$ cat src/rtl/id_ex_stage_pkg.sv
// Shared constants and types for the ID/EX pipeline register.
// ALU control codes, opcode/funct values and the decode bundle.
package id_ex_stage_pkg;

    localparam int XLEN_DEF = 32;

    localparam logic [3:0] ALU_AND = 4'b0000;
    localparam logic [3:0] ALU_OR  = 4'b0001;
    localparam logic [3:0] ALU_ADD = 4'b0010;
    localparam logic [3:0] ALU_XOR = 4'b0011;
    localparam logic [3:0] ALU_SUB = 4'b1010;
    localparam logic [3:0] ALU_SLT = 4'b1011;

    localparam logic [5:0] OP_RTYPE = 6'h00;
    localparam logic [5:0] OP_ADDI  = 6'h08;
    localparam logic [5:0] OP_SLTI  = 6'h0A;
    localparam logic [5:0] OP_ANDI  = 6'h0C;
    localparam logic [5:0] OP_ORI   = 6'h0D;
    localparam logic [5:0] OP_XORI  = 6'h0E;
    localparam logic [5:0] OP_LW    = 6'h23;
    localparam logic [5:0] OP_SW    = 6'h2B;

    localparam logic [5:0] FN_ADD = 6'h20;
    localparam logic [5:0] FN_SUB = 6'h22;
    localparam logic [5:0] FN_AND = 6'h24;
    localparam logic [5:0] FN_OR  = 6'h25;
    localparam logic [5:0] FN_XOR = 6'h26;
    localparam logic [5:0] FN_SLT = 6'h2A;

    typedef struct packed {
        logic [3:0] alu_ctrl;
        logic       imm_sel;
        logic       sign_ext;
        logic       wr_en;
        logic       rd_sel;
        logic       illegal;
    } dec_t;

    // A zero destination never counts as a producer.
    function automatic logic fwd_hit(
        input logic       en,
        input logic [4:0] waddr,
        input logic [4:0] src
    );
        return en && (waddr != 5'd0) && (waddr == src);
    endfunction

endpackage

$ cat src/rtl/id_ex_stage_if.sv
// Decode-to-execute bundle: decode inputs, hazard controls,
// forwarding sources and the registered execute-side outputs.
interface id_ex_stage_if
    import id_ex_stage_pkg::*;
#(
    parameter int XLEN = XLEN_DEF
);
    logic            in_valid;
    logic [5:0]      opcode;
    logic [5:0]      funct;
    logic [XLEN-1:0] rs_data;
    logic [XLEN-1:0] rt_data;
    logic [15:0]     imm;
    logic [4:0]      rs_addr;
    logic [4:0]      rt_addr;
    logic [4:0]      rd_addr;
    logic            stall;
    logic            flush;
    logic            exm_wr_en;
    logic [4:0]      exm_wr_addr;
    logic [XLEN-1:0] exm_result;
    logic            mwb_wr_en;
    logic [4:0]      mwb_wr_addr;
    logic [XLEN-1:0] mwb_result;

    logic            out_valid;
    logic [XLEN-1:0] alu_a;
    logic [XLEN-1:0] alu_b;
    logic [3:0]      alu_ctrl;
    logic            wr_en;
    logic [4:0]      wr_addr;
    logic [XLEN-1:0] store_data;
    logic            illegal;

    modport master (
        output in_valid, opcode, funct, rs_data, rt_data, imm,
        output rs_addr, rt_addr, rd_addr, stall, flush,
        output exm_wr_en, exm_wr_addr, exm_result,
        output mwb_wr_en, mwb_wr_addr, mwb_result,
        input  out_valid, alu_a, alu_b, alu_ctrl,
        input  wr_en, wr_addr, store_data, illegal
    );

    modport slave (
        input  in_valid, opcode, funct, rs_data, rt_data, imm,
        input  rs_addr, rt_addr, rd_addr, stall, flush,
        input  exm_wr_en, exm_wr_addr, exm_result,
        input  mwb_wr_en, mwb_wr_addr, mwb_result,
        output out_valid, alu_a, alu_b, alu_ctrl,
        output wr_en, wr_addr, store_data, illegal
    );

endinterface

$ cat src/rtl/id_ex_stage_alu_decode.sv
// Combinational opcode/funct decoder feeding the ID/EX register.
// Unknown encodings raise illegal with every control cleared.
module alu_decode
    import id_ex_stage_pkg::*;
(
    input  logic [5:0] opcode_i,
    input  logic [5:0] funct_i,
    output logic [3:0] alu_ctrl_o,
    output logic       imm_sel_o,
    output logic       sign_ext_o,
    output logic       wr_en_o,
    output logic       rd_sel_o,
    output logic       illegal_o
);

    dec_t dec;

    always_comb begin
        dec = '0;
        unique case (1'b1)
            (opcode_i == OP_RTYPE): begin
                dec.rd_sel = 1'b1;
                dec.wr_en  = 1'b1;
                unique case (1'b1)
                    (funct_i == FN_AND): dec.alu_ctrl = ALU_AND;
                    (funct_i == FN_OR):  dec.alu_ctrl = ALU_OR;
                    (funct_i == FN_ADD): dec.alu_ctrl = ALU_ADD;
                    (funct_i == FN_XOR): dec.alu_ctrl = ALU_XOR;
                    (funct_i == FN_SUB): dec.alu_ctrl = ALU_SUB;
                    (funct_i == FN_SLT): dec.alu_ctrl = ALU_SLT;
                    default: dec = '{illegal: 1'b1, default: '0};
                endcase
            end
            (opcode_i == OP_ADDI): begin
                dec.alu_ctrl = ALU_ADD;
                dec.imm_sel  = 1'b1;
                dec.sign_ext = 1'b1;
                dec.wr_en    = 1'b1;
            end
            (opcode_i == OP_ANDI): begin
                dec.alu_ctrl = ALU_AND;
                dec.imm_sel  = 1'b1;
                dec.wr_en    = 1'b1;
            end
            (opcode_i == OP_ORI): begin
                dec.alu_ctrl = ALU_OR;
                dec.imm_sel  = 1'b1;
                dec.wr_en    = 1'b1;
            end
            (opcode_i == OP_XORI): begin
                dec.alu_ctrl = ALU_XOR;
                dec.imm_sel  = 1'b1;
                dec.wr_en    = 1'b1;
            end
            (opcode_i == OP_SLTI): begin
                dec.alu_ctrl = ALU_SLT;
                dec.imm_sel  = 1'b1;
                dec.sign_ext = 1'b1;
                dec.wr_en    = 1'b1;
            end
            (opcode_i == OP_LW): begin
                dec.alu_ctrl = ALU_ADD;
                dec.imm_sel  = 1'b1;
                dec.sign_ext = 1'b1;
                dec.wr_en    = 1'b1;
            end
            (opcode_i == OP_SW): begin
                dec.alu_ctrl = ALU_ADD;
                dec.imm_sel  = 1'b1;
                dec.sign_ext = 1'b1;
            end
            default: dec.illegal = 1'b1;
        endcase
    end

    assign alu_ctrl_o = dec.alu_ctrl;
    assign imm_sel_o  = dec.imm_sel;
    assign sign_ext_o = dec.sign_ext;
    assign wr_en_o    = dec.wr_en;
    assign rd_sel_o   = dec.rd_sel;
    assign illegal_o  = dec.illegal;

endmodule

$ cat src/rtl/id_ex_stage.sv
// ID/EX pipeline register with decode, optional forwarding and
// stall/flush control. Define ID_EX_FORWARD_EN for bypass muxes.
module id_ex_stage
    import id_ex_stage_pkg::*;
#(
    parameter int XLEN = XLEN_DEF
) (
    input  logic         clk,
    input  logic         rst_n,
    id_ex_stage_if.slave bus
);

    logic [3:0]      dec_ctrl;
    logic            dec_imm_sel;
    logic            dec_sign_ext;
    logic            dec_wr_en;
    logic            dec_rd_sel;
    logic            dec_illegal;

    logic [XLEN-1:0] rs_val;
    logic [XLEN-1:0] rt_val;
    logic [XLEN-1:0] imm_ext;
    logic [4:0]      dst;

    logic            valid_q, valid_d;
    logic            illegal_q, illegal_d;
    logic [3:0]      ctrl_q, ctrl_d;
    logic            wr_en_q, wr_en_d;
    logic [4:0]      wr_addr_q, wr_addr_d;
    logic [XLEN-1:0] alu_a_q, alu_a_d;
    logic [XLEN-1:0] alu_b_q, alu_b_d;
    logic [XLEN-1:0] store_q, store_d;

    alu_decode u_dec (
        .opcode_i   (bus.opcode),
        .funct_i    (bus.funct),
        .alu_ctrl_o (dec_ctrl),
        .imm_sel_o  (dec_imm_sel),
        .sign_ext_o (dec_sign_ext),
        .wr_en_o    (dec_wr_en),
        .rd_sel_o   (dec_rd_sel),
        .illegal_o  (dec_illegal)
    );

`ifdef ID_EX_FORWARD_EN
    // The younger EX/MEM result shadows the older MEM/WB one.
    always_comb begin
        rs_val = bus.rs_data;
        if (fwd_hit(bus.exm_wr_en, bus.exm_wr_addr, bus.rs_addr))
            rs_val = bus.exm_result;
        else if (fwd_hit(bus.mwb_wr_en, bus.mwb_wr_addr, bus.rs_addr))
            rs_val = bus.mwb_result;
    end

    always_comb begin
        rt_val = bus.rt_data;
        if (fwd_hit(bus.exm_wr_en, bus.exm_wr_addr, bus.rt_addr))
            rt_val = bus.exm_result;
        else if (fwd_hit(bus.mwb_wr_en, bus.mwb_wr_addr, bus.rt_addr))
            rt_val = bus.mwb_result;
    end
`else
    logic unused_fwd;

    assign rs_val     = bus.rs_data;
    assign rt_val     = bus.rt_data;
    assign unused_fwd = ^{bus.exm_wr_en, bus.exm_wr_addr, bus.exm_result,
                          bus.mwb_wr_en, bus.mwb_wr_addr, bus.mwb_result,
                          bus.rs_addr};
`endif

    assign imm_ext = dec_sign_ext
                   ? {{(XLEN-16){bus.imm[15]}}, bus.imm}
                   : {{(XLEN-16){1'b0}}, bus.imm};
    assign dst     = dec_rd_sel ? bus.rd_addr : bus.rt_addr;

    always_comb begin
        valid_d   = valid_q;
        illegal_d = illegal_q;
        ctrl_d    = ctrl_q;
        wr_en_d   = wr_en_q;
        wr_addr_d = wr_addr_q;
        alu_a_d   = alu_a_q;
        alu_b_d   = alu_b_q;
        store_d   = store_q;
        if (bus.flush || (!bus.stall && (!bus.in_valid || dec_illegal))) begin
            valid_d   = 1'b0;
            illegal_d = !bus.flush && bus.in_valid && dec_illegal;
            ctrl_d    = '0;
            wr_en_d   = 1'b0;
            wr_addr_d = '0;
            alu_a_d   = '0;
            alu_b_d   = '0;
            store_d   = '0;
        end else if (!bus.stall) begin
            valid_d   = 1'b1;
            illegal_d = 1'b0;
            ctrl_d    = dec_ctrl;
            wr_en_d   = dec_wr_en && (dst != 5'd0);
            wr_addr_d = dst;
            alu_a_d   = rs_val;
            alu_b_d   = dec_imm_sel ? imm_ext : rt_val;
            store_d   = rt_val;
        end
    end

    always_ff @(posedge clk or negedge rst_n) begin
        if (!rst_n) begin
            valid_q   <= 1'b0;
            illegal_q <= 1'b0;
            ctrl_q    <= '0;
            wr_en_q   <= 1'b0;
            wr_addr_q <= '0;
            alu_a_q   <= '0;
            alu_b_q   <= '0;
            store_q   <= '0;
        end else begin
            valid_q   <= valid_d;
            illegal_q <= illegal_d;
            ctrl_q    <= ctrl_d;
            wr_en_q   <= wr_en_d;
            wr_addr_q <= wr_addr_d;
            alu_a_q   <= alu_a_d;
            alu_b_q   <= alu_b_d;
            store_q   <= store_d;
        end
    end

    assign bus.out_valid  = valid_q;
    assign bus.illegal    = illegal_q;
    assign bus.alu_ctrl   = ctrl_q;
    assign bus.wr_en      = wr_en_q;
    assign bus.wr_addr    = wr_addr_q;
    assign bus.alu_a      = alu_a_q;
    assign bus.alu_b      = alu_b_q;
    assign bus.store_data = store_q;

endmodule

$ cat src/flat_wrapper.sv
// flat-port wrapper written by rule: the top's interface ports become plain ports
module id_ex_stage_flat import id_ex_stage_pkg::*;
#(
    parameter int XLEN = XLEN_DEF
)
  (clk, rst_n, bus_in_valid, bus_opcode, bus_funct, bus_rs_data, bus_rt_data, bus_imm, bus_rs_addr, bus_rt_addr, bus_rd_addr, bus_stall, bus_flush, bus_exm_wr_en, bus_exm_wr_addr, bus_exm_result, bus_mwb_wr_en, bus_mwb_wr_addr, bus_mwb_result, bus_out_valid, bus_alu_a, bus_alu_b, bus_alu_ctrl, bus_wr_en, bus_wr_addr, bus_store_data, bus_illegal);
  id_ex_stage_if #(.XLEN(XLEN)) bus_i ();
  input  logic clk;
  input  logic rst_n;
  input wire logic [$bits(bus_i.in_valid)-1:0] bus_in_valid;
  input wire logic [$bits(bus_i.opcode)-1:0] bus_opcode;
  input wire logic [$bits(bus_i.funct)-1:0] bus_funct;
  input wire logic [$bits(bus_i.rs_data)-1:0] bus_rs_data;
  input wire logic [$bits(bus_i.rt_data)-1:0] bus_rt_data;
  input wire logic [$bits(bus_i.imm)-1:0] bus_imm;
  input wire logic [$bits(bus_i.rs_addr)-1:0] bus_rs_addr;
  input wire logic [$bits(bus_i.rt_addr)-1:0] bus_rt_addr;
  input wire logic [$bits(bus_i.rd_addr)-1:0] bus_rd_addr;
  input wire logic [$bits(bus_i.stall)-1:0] bus_stall;
  input wire logic [$bits(bus_i.flush)-1:0] bus_flush;
  input wire logic [$bits(bus_i.exm_wr_en)-1:0] bus_exm_wr_en;
  input wire logic [$bits(bus_i.exm_wr_addr)-1:0] bus_exm_wr_addr;
  input wire logic [$bits(bus_i.exm_result)-1:0] bus_exm_result;
  input wire logic [$bits(bus_i.mwb_wr_en)-1:0] bus_mwb_wr_en;
  input wire logic [$bits(bus_i.mwb_wr_addr)-1:0] bus_mwb_wr_addr;
  input wire logic [$bits(bus_i.mwb_result)-1:0] bus_mwb_result;
  output wire logic [$bits(bus_i.out_valid)-1:0] bus_out_valid;
  output wire logic [$bits(bus_i.alu_a)-1:0] bus_alu_a;
  output wire logic [$bits(bus_i.alu_b)-1:0] bus_alu_b;
  output wire logic [$bits(bus_i.alu_ctrl)-1:0] bus_alu_ctrl;
  output wire logic [$bits(bus_i.wr_en)-1:0] bus_wr_en;
  output wire logic [$bits(bus_i.wr_addr)-1:0] bus_wr_addr;
  output wire logic [$bits(bus_i.store_data)-1:0] bus_store_data;
  output wire logic [$bits(bus_i.illegal)-1:0] bus_illegal;
  assign bus_i.in_valid = bus_in_valid;
  assign bus_i.opcode = bus_opcode;
  assign bus_i.funct = bus_funct;
  assign bus_i.rs_data = bus_rs_data;
  assign bus_i.rt_data = bus_rt_data;
  assign bus_i.imm = bus_imm;
  assign bus_i.rs_addr = bus_rs_addr;
  assign bus_i.rt_addr = bus_rt_addr;
  assign bus_i.rd_addr = bus_rd_addr;
  assign bus_i.stall = bus_stall;
  assign bus_i.flush = bus_flush;
  assign bus_i.exm_wr_en = bus_exm_wr_en;
  assign bus_i.exm_wr_addr = bus_exm_wr_addr;
  assign bus_i.exm_result = bus_exm_result;
  assign bus_i.mwb_wr_en = bus_mwb_wr_en;
  assign bus_i.mwb_wr_addr = bus_mwb_wr_addr;
  assign bus_i.mwb_result = bus_mwb_result;
  assign bus_out_valid = bus_i.out_valid;
  assign bus_alu_a = bus_i.alu_a;
  assign bus_alu_b = bus_i.alu_b;
  assign bus_alu_ctrl = bus_i.alu_ctrl;
  assign bus_wr_en = bus_i.wr_en;
  assign bus_wr_addr = bus_i.wr_addr;
  assign bus_store_data = bus_i.store_data;
  assign bus_illegal = bus_i.illegal;
  id_ex_stage #(.XLEN(XLEN)) u_core (.clk(clk), .rst_n(rst_n), .bus(bus_i));
endmodule
$ cat config.mk
export PLATFORM = sky130hd
export DESIGN_NAME = id_ex_stage_flat
export DESIGN_NICKNAME = d
export VERILOG_FILES = /design/src/rtl/id_ex_stage_pkg.sv /design/src/rtl/id_ex_stage_if.sv /design/src/rtl/id_ex_stage_alu_decode.sv /design/src/rtl/id_ex_stage.sv /design/src/flat_wrapper.sv
export SDC_FILE = /design/constraint.sdc
export NUM_CORES = 1
export LEC_CHECK = 0
export BUFFER_PORTS_ARGS = -buffer_cell sky130_fd_sc_hd__buf_2
export CORE_ASPECT_RATIO = 1.2
export CORE_MARGIN = 2
export CORE_UTILIZATION = 35
export DETAILED_ROUTE_END_ITERATION = 8
export MAX_ROUTING_LAYER = met4
export PLACE_DENSITY = 0.66
export SYNTH_ARGS = -nofsm -noshare
export SYNTH_HDL_FRONTEND = slang
export SYNTH_SLANG_ARGS = --single-unit
$ cat constraint.sdc
create_clock -name clk -period 1.2 [get_ports clk]
set_input_delay 0.18 -clock clk [delete_from_list [all_inputs] [get_ports clk]]
set_output_delay 0.18 -clock clk [all_outputs]
set_load 0.02 [all_outputs]
==> results of run 1 <==
## cell type report
type | count | share of cell area [%]
antenna | 1 | 0.0382
clock buffer | 9 | 3.44
clock inverter | 7 | 1.30
inverter | 2 | 0.115
multi-input combinational | 219 | 26.5
sequential | 107 | 40.9
tap | 161 | 3.08
timing repair buffer | 252 | 24.6
## stage by stage
stage / util (%) / setup WS (ps) / area (um2)
after floorplan: - / -471 / 4390
final: 54.0 / -340 / 6550
after global routing: 54.0 / -369 / 6550
after global placement: 48.3 / -656 / 5850
after detailed placement: 48.3 / -706 / 5850
after CTS: 53.0 / -318 / 6420
## power by group through the flow
stage	Sequential, mW	Clock, mW	Combinational [mW]
detailed placement	3.72	0	0.707
global placement	3.72	0	0.692
CTS	3.65	3.11	0.752
floorplan	3.76	0	0.214
global route	3.65	3.27	0.847
finish	3.65	3.04	0.777
## state kept, by name, summed over array words and instances, names as in the netlist
register / cells
u_core.bus.alu_a: 32
u_core.bus.alu_b: 32
u_core.bus.store_data: 32
u_core.bus.wr_addr: 5
u_core.bus.alu_ctrl: 3
u_core.bus.illegal: 1
u_core.bus.out_valid: 1
u_core.bus.wr_en: 1
## repair_timing
item                                    CTS  global route
endpoints found under the setup margin  107           107
gates resized for setup                  42            16
setup buffers                             2             4
hold buffers                              1             0
gates cloned                              3             2
hold endpoints to repair                107             0
pin swaps                                 4             8
## worst max-delay path, stage by stage
cell      delay [ps]
buf_6             90
or4b_4           530
nand2b_4         160
o21bai_4         200
a21oi_4          180
buf_12           240
a32o_1           190
## Yosys cell counts (all sizes together) (2+ instances only)
| master | n | area, um2 |
|---|---|---|
| dfrtp | 107 | 2680 |
| a22o | 66 | 578 |
| nand2 | 38 | 143 |
| o21ai | 32 | 160 |
| a21oi | 22 | 114 |
| mux2i | 16 | 160 |
| buf | 14 | 96.3 |
| clkbuf | 14 | 52.6 |
| a221o | 6 | 60.1 |
| and3 | 5 | 31.3 |
| nand2b | 4 | 32.5 |
| nor2 | 4 | 15.0 |
| nor3 | 3 | 15.0 |
| a32o | 2 | 20.0 |
| inv | 2 | 7.51 |
| nor3b | 2 | 15.0 |
| o21bai | 2 | 26.3 |
| o32ai | 2 | 17.5 |
## per-layer routing
metal / global-route usage [%] / up-vias / wire (um)
met4: 5.73 / 0 / 161
met3: 5.33 / 12 / 1160
met5: - / - / 0
met2: 33.2 / 180 / 6450
met1: 25.8 / 1947 / 5730
li1: - / 1807 / -
## worst max-delay path by stage
| stage | startpoint | to | slack [ps] | cells after the start |
|---|---|---|---|---|
| 2_1_floorplan | bus_opcode[1] | u_core.bus.alu_a[10] | -470 | 7 |
| 3_3_place_gp | bus_opcode[1] | u_core.bus.alu_ctrl[3] | -660 | 7 |
| 3_5_place_dp | bus_opcode[1] | u_core.bus.store_data[9] | -710 | 7 |
| 4_1_cts | bus_opcode[1] | u_core.bus.alu_ctrl[3] | -320 | 7 |
| 5_1_grt | bus_opcode[1] | u_core.bus.alu_ctrl[3] | -370 | 7 |
| 6_report | bus_opcode[1] | u_core.bus.alu_ctrl[3] | -340 | 7 |
## cells in the final DEF, fill, tap and decap left out, types with 2 or more instances in the layout
cell,n
inv_8,2
clkinvlp_4,2
mux2i_1,12
o21bai_4,2
clkinv_4,2
a32o_1,2
buf_16,3
a221o_1,6
clkbuf_16,11
and3_1,5
a21oi_1,20
buf_2,210
nor2_1,4
o21ai_2,31
mux2i_2,3
buf_12,10
buf_4,21
nor3_1,3
buf_6,4
inv_1,2
a22o_1,66
o32ai_1,2
nand2_1,37
nor3b_1,2
nand2b_1,2
nand2b_4,2
dfrtp_1,107
## cells by family (layout without fill, tap and decap cells)
group / count (synthesis) / after routing / share of synthesized area [%]
AOI/OAI and AO/OA: 137 / 137 / 23.4
DFF: 107 / 107 / 61.5
xor gates and xnor gates: 1 / 1 / 0.201
and+or+nand+nor: 62 / 62 / 7.02
other: 1 / 2 / 0.0862
muxes: 17 / 17 / 3.94
adders and majority gates: 1 / 1 / 0.230
buffers and inverters: 30 / 270 / 3.60
==> impl_results.md, run 1 <==
* IO Port Bufs at roughly 210
* CORE AREA at 0.0121 mm2
* Fin. Hold Viols at 0
* Deepest clock path buffer count at 2
* Post-Route Skew at 0 ps
* Hold EP: u_core.bus.alu_a[31]
* Gpl congestion at about 0.84
* Flop pwr share at ~49%
* Number of global-route vias before repair at 3989
* DIE AREA at approximately 0.013 mm2
* CP Data Arrival Time at 1820 ps
* Synthesized net count at ~540
* CTS tree: built
* CTS root buffer: clkbuf_16
* Hold Crit Start: bus_rs_data[31]
* Layout Cells excl Fill at 758
* Critical Path Source Type: input pin
* Net Sw Power at 1.83 mW
* 1st-iter DRT viols at 192
* Status: finished, violations left
* Ys Warns at 0
* Post-synthesis sequential area ratio at between 60% and 70%
* Post-synth EDFFs at 0
* Max H-tree Level at 3
* Achievable Freq at between 600 and 700 MHz
* Area grow syn2layout at 50.4%
* Synth Flop Type: dfrtp_1
* Std-Cell Rows at 44
* CTS Sinks at 107
* Worst Reg2Reg Path Length in Cells at 1
* Worst-path maximum fanout at 47
* Wirelength, routed at 13.5 mm
* Layout fillers at 1083
* Seq. cell area at 0.00268 mm2
* Die Wd at 106 um
* Antenna violations before repair at 1
* Largest net degree at the start of global routing at 61
* RSZ-0062 raised after global routing: yes
* Nets at 779
* Overall power at roughly 7.5 mW
* Synthesized area per cell at 12.2 um2
* Min Tclk post-route at 1540 ps
* Pwr dens at 1140 mW/mm2
* All-Layer GR Usage at 20.6%
* LEAKAGE at 3.58 nW
* Min-Delay Path Class: input pin to register
* WL/cell at 17.8 um
* Sw Share at about a quarter
* WP data required at 1480 ps
* Failing checks: setup timing
* Fin. max-slew vios at 0
* Post-DP HPWL at 9.31 mm
* Initial Util at around 36%
* Reg clk slew, reported paths at 70 ps
* Async S/R FF share, synth at 100%
* # setup viols final at approximately 110
* Fraction of layout cells with a size suffix above 1 at a little over half
* VDD IR-drop max at 0.583 mV
* DR vias/cell at 5.21
* Global-route wire length before repair at roughly 21 mm
* FF+latch count, synth at 107
* Area occupied by multi-input gates at 0.00173 mm2
* Max Cap Viol at 0
* Post-route DRC at 0
* First drt pass iteration count at 4
* Antenna viol nets, final at 0
* R2r endpoint: u_core.bus.wr_addr[3]
* R2R Setup Slk at ~360 ps
* Remaining global-route overflow at 0
* Mapped Cells at 356
* Fin crit share at 128%
* Internal at 5.63 mW
* Total CTS buffers at 9
* Worst r2r src: u_core.bus.wr_addr[3]
* CP Class: input pin to register
* Hold depth at 2
* Cell Area, Synth at 0.00435 mm2
* Placed insts at roughly 730
* Synth unique cells at 40
* Setup_tns at -30580 ps
* Crit end category: register
* Die height at 126 um
* Clk pwr share at 40.7%
* Logic pwr share at 10.4%
* Clk Latency, worst-skew pair at 340 ps
* Top Ports at between 200 and 300
* Fin Hold WS at 50.8 ps
* Via count at around 3900
* Setup ws final at -340 ps
(Power assumes the default switching activity.)
==> run 2, diff against run 1 <==
PLACE_DENSITY = 0.69   (was 0.66)
clock period = 1.4 ns   (was 1.2 ns; I/O delays follow)
==> impl_results.md, run 2 (synthesized netlist as in run 1, its figures left out) <==
* Commonest non-fill, non-tap cell in the layout: buf_2
* CTS tree: built
* VDD IR-drop max at 0.796 mV (+37%)
* LEAKAGE at 3.61 nW (+0.84%)
* Largest net degree at the start of global routing at 67 (+9.8%)
* Deepest clock path buffer count at 2 (unchanged)
* Global-route wire length before repair at 20.9 mm (-0.92%)
* Wirelength, routed at 14.3 mm (+5.6%)
* Internal at 4.82 mW (-14%)
* Total CTS buffers at 9 (unchanged)
* CTS Sinks at 107 (unchanged)
* Critical Path Source Type: input pin
* Placed insts at 728 (-0.55%)
* Via count at 3986 (+1.0%)
* Setup ws final at -205 ps (+135 ps)
* Max Cap Viol at 0 (unchanged)
* Min-Delay Path Class: input pin to register
* Antenna viol nets, final at 0 (unchanged)
* Achievable Freq at 623 MHz
* Failing checks: setup timing
* Overall power at 6.39 mW (-14%)
* Fin. Hold Viols at 0 (unchanged)
* 1st-iter DRT viols at 225 (+17%)
* Remaining global-route overflow at 0 (unchanged)
* Initial Util at 35.9% (unchanged)
* Sw Share at 24.6% (+0.032 points)
* CP Data Arrival Time at 1880 ps (+60 ps)
* Layout Cells excl Fill at 759 (+0.13%)
* Layout fillers at 1064 (-1.8%)
* DIE AREA at 0.0133 mm2 (unchanged)
* Net Sw Power at 1.57 mW (-14%)
* Max H-tree Level at 3 (unchanged)
* WP data required at 1670 ps (+190 ps)
* Post-DP HPWL at 9.31 mm (about the same)
* Flop pwr share at 48.9% (about the same)
* Post-Route Skew at 0 ps (unchanged)
* All-Layer GR Usage at 20.2% (-0.35 points)
* Area grow syn2layout at 51.9%
* Fin crit share at 115%
* Min Tclk post-route at 1600 ps
* CTS root buffer: clkbuf_16
* WL/cell at 18.8 um (+5.5%)
* Die height at 126 um (unchanged)
* Crit end category: register
* Nets at 780 (+0.13%)
* Logic pwr share at 10.2% (-0.2 points)
* Fin. max-slew vios at 0 (unchanged)
* Post-route DRC at 0 (unchanged)
* Reg clk slew, reported paths at 80 ps (about the same)
* Gpl congestion at 0.782 (-6.4%)
* Pwr dens at 968 mW/mm2 (-15%)
* Die Wd at 106 um (unchanged)
* Worst-path maximum fanout at 11 (-77%)
* Antenna violations before repair at 1 (unchanged)
* Clk Latency, worst-skew pair at 330 ps (about the same)
* First drt pass iteration count at 4 (unchanged)
* DR vias/cell at 5.25 (+0.88%)
* Status: finished, violations left
* Top Ports at 296 (unchanged)
* CORE AREA at 0.0121 mm2 (unchanged)
* Clk pwr share at 40.8% (about the same)
* IO Port Bufs at 213 (unchanged)
* Std-Cell Rows at 44 (unchanged)
* Fraction of layout cells with a size suffix above 1 at 52.8% (-0.26 points)
* # setup viols final at 106 (-0.93%)
* CP Class: input pin to register
* Number of global-route vias before repair at 3975 (-0.35%)
* RSZ-0062 raised after global routing: yes
* Most frequent cells in the layout: 210 x buf_2, 107 x dfrtp_1, 66 x a22o_1, 37 x nand2_1, 30 x o21ai_2
==> run 2: metrics by stage <==
step	utilization [%]	TNS (ps)	setup WS, ps	hold slack [ps]	cell area, um2
final	54.6	-15600	-205	85.1	6610
after floorplan	-	-26470	-301	-85.6	4390
after global routing	54.6	-18370	-230	77.4	6610
after global placement	47.9	-46780	-477	147	5810
after CTS	52.3	-8970	-128	72.3	6330
after detailed placement	47.9	-48920	-504	154	5810
==> run 2: what timing repair did <==
action	CTS	global route
cloned	2	7
gates resized for setup	37	24
hold buffers	1	0
pin swaps	3	11
setup endpoints to repair	106	107
setup buffers	2	5
endpoints found under the hold margin	23	0
==> run 2: power by group through the flow <==
stage	Sequential, mW	Clock [mW]	Combinational, mW
final	3.13	2.61	0.655
after global routing	3.13	2.82	0.715
after CTS	3.13	2.68	0.626
after detailed placement	3.19	0	0.591
after global placement	3.19	0	0.581
after floorplan	3.22	0	0.184
==> run 2: metal layers <==
metal / share of wire (%) / wire [um] / global-route usage, % / vias to the layer above
met5: 0 / 0 / - / -
met2: 49 / 6930 / 31.8 / 212
li1: - / - / - / 1795
met4: 1.0 / 149 / 4.18 / 0
met1: 42 / 5930 / 26.3 / 1968
met3: 8.8 / 1260 / 5.85 / 11
==> run 2: path summary, 6_finish.rpt <==
path	slack (ps)	depth (start not counted)	start	endpoint
max in group asynchronous	540	3	rst_n	u_core.bus.store_data[16]
worst min register to register	470	2	u_core.bus.alu_b[1]	u_core.bus.alu_b[1]
worst max-delay path	-200	8	bus_opcode[1]	u_core.bus.alu_a[7]
worst min-delay path	90	2	bus_rs_data[28]	u_core.bus.alu_a[28]
worst max register to register	560	1	u_core.bus.wr_addr[3]	u_core.bus.wr_addr[3]
min in group asynchronous	330	2	rst_n	u_core.bus.alu_b[20]
==> run 2: cell type report <==
| type | count | area, um2 | area share (%) |
|---|---|---|---|
| well taps | 161 | 201 | 3.05 |
| clock inverters | 7 | 82.6 | 1.25 |
| diodes | 1 | 2.50 | 0.0379 |
| repair buffers | 253 | 1680 | 25.4 |
| flip-flops and latches | 107 | 2680 | 40.5 |
| inverters | 2 | 7.51 | 0.114 |
| multi-input cells | 219 | 1730 | 26.2 |
| clock buffers | 9 | 225 | 3.41 |
==> run 2: critical path, stage by stage <==
cell	delay (ps)
buf_6	90
or4b_4	530
nand2b_4	160
o21bai_4	200
a21oi_4	220
buf_6	160
clkbuf_16	170
a22o_1	140
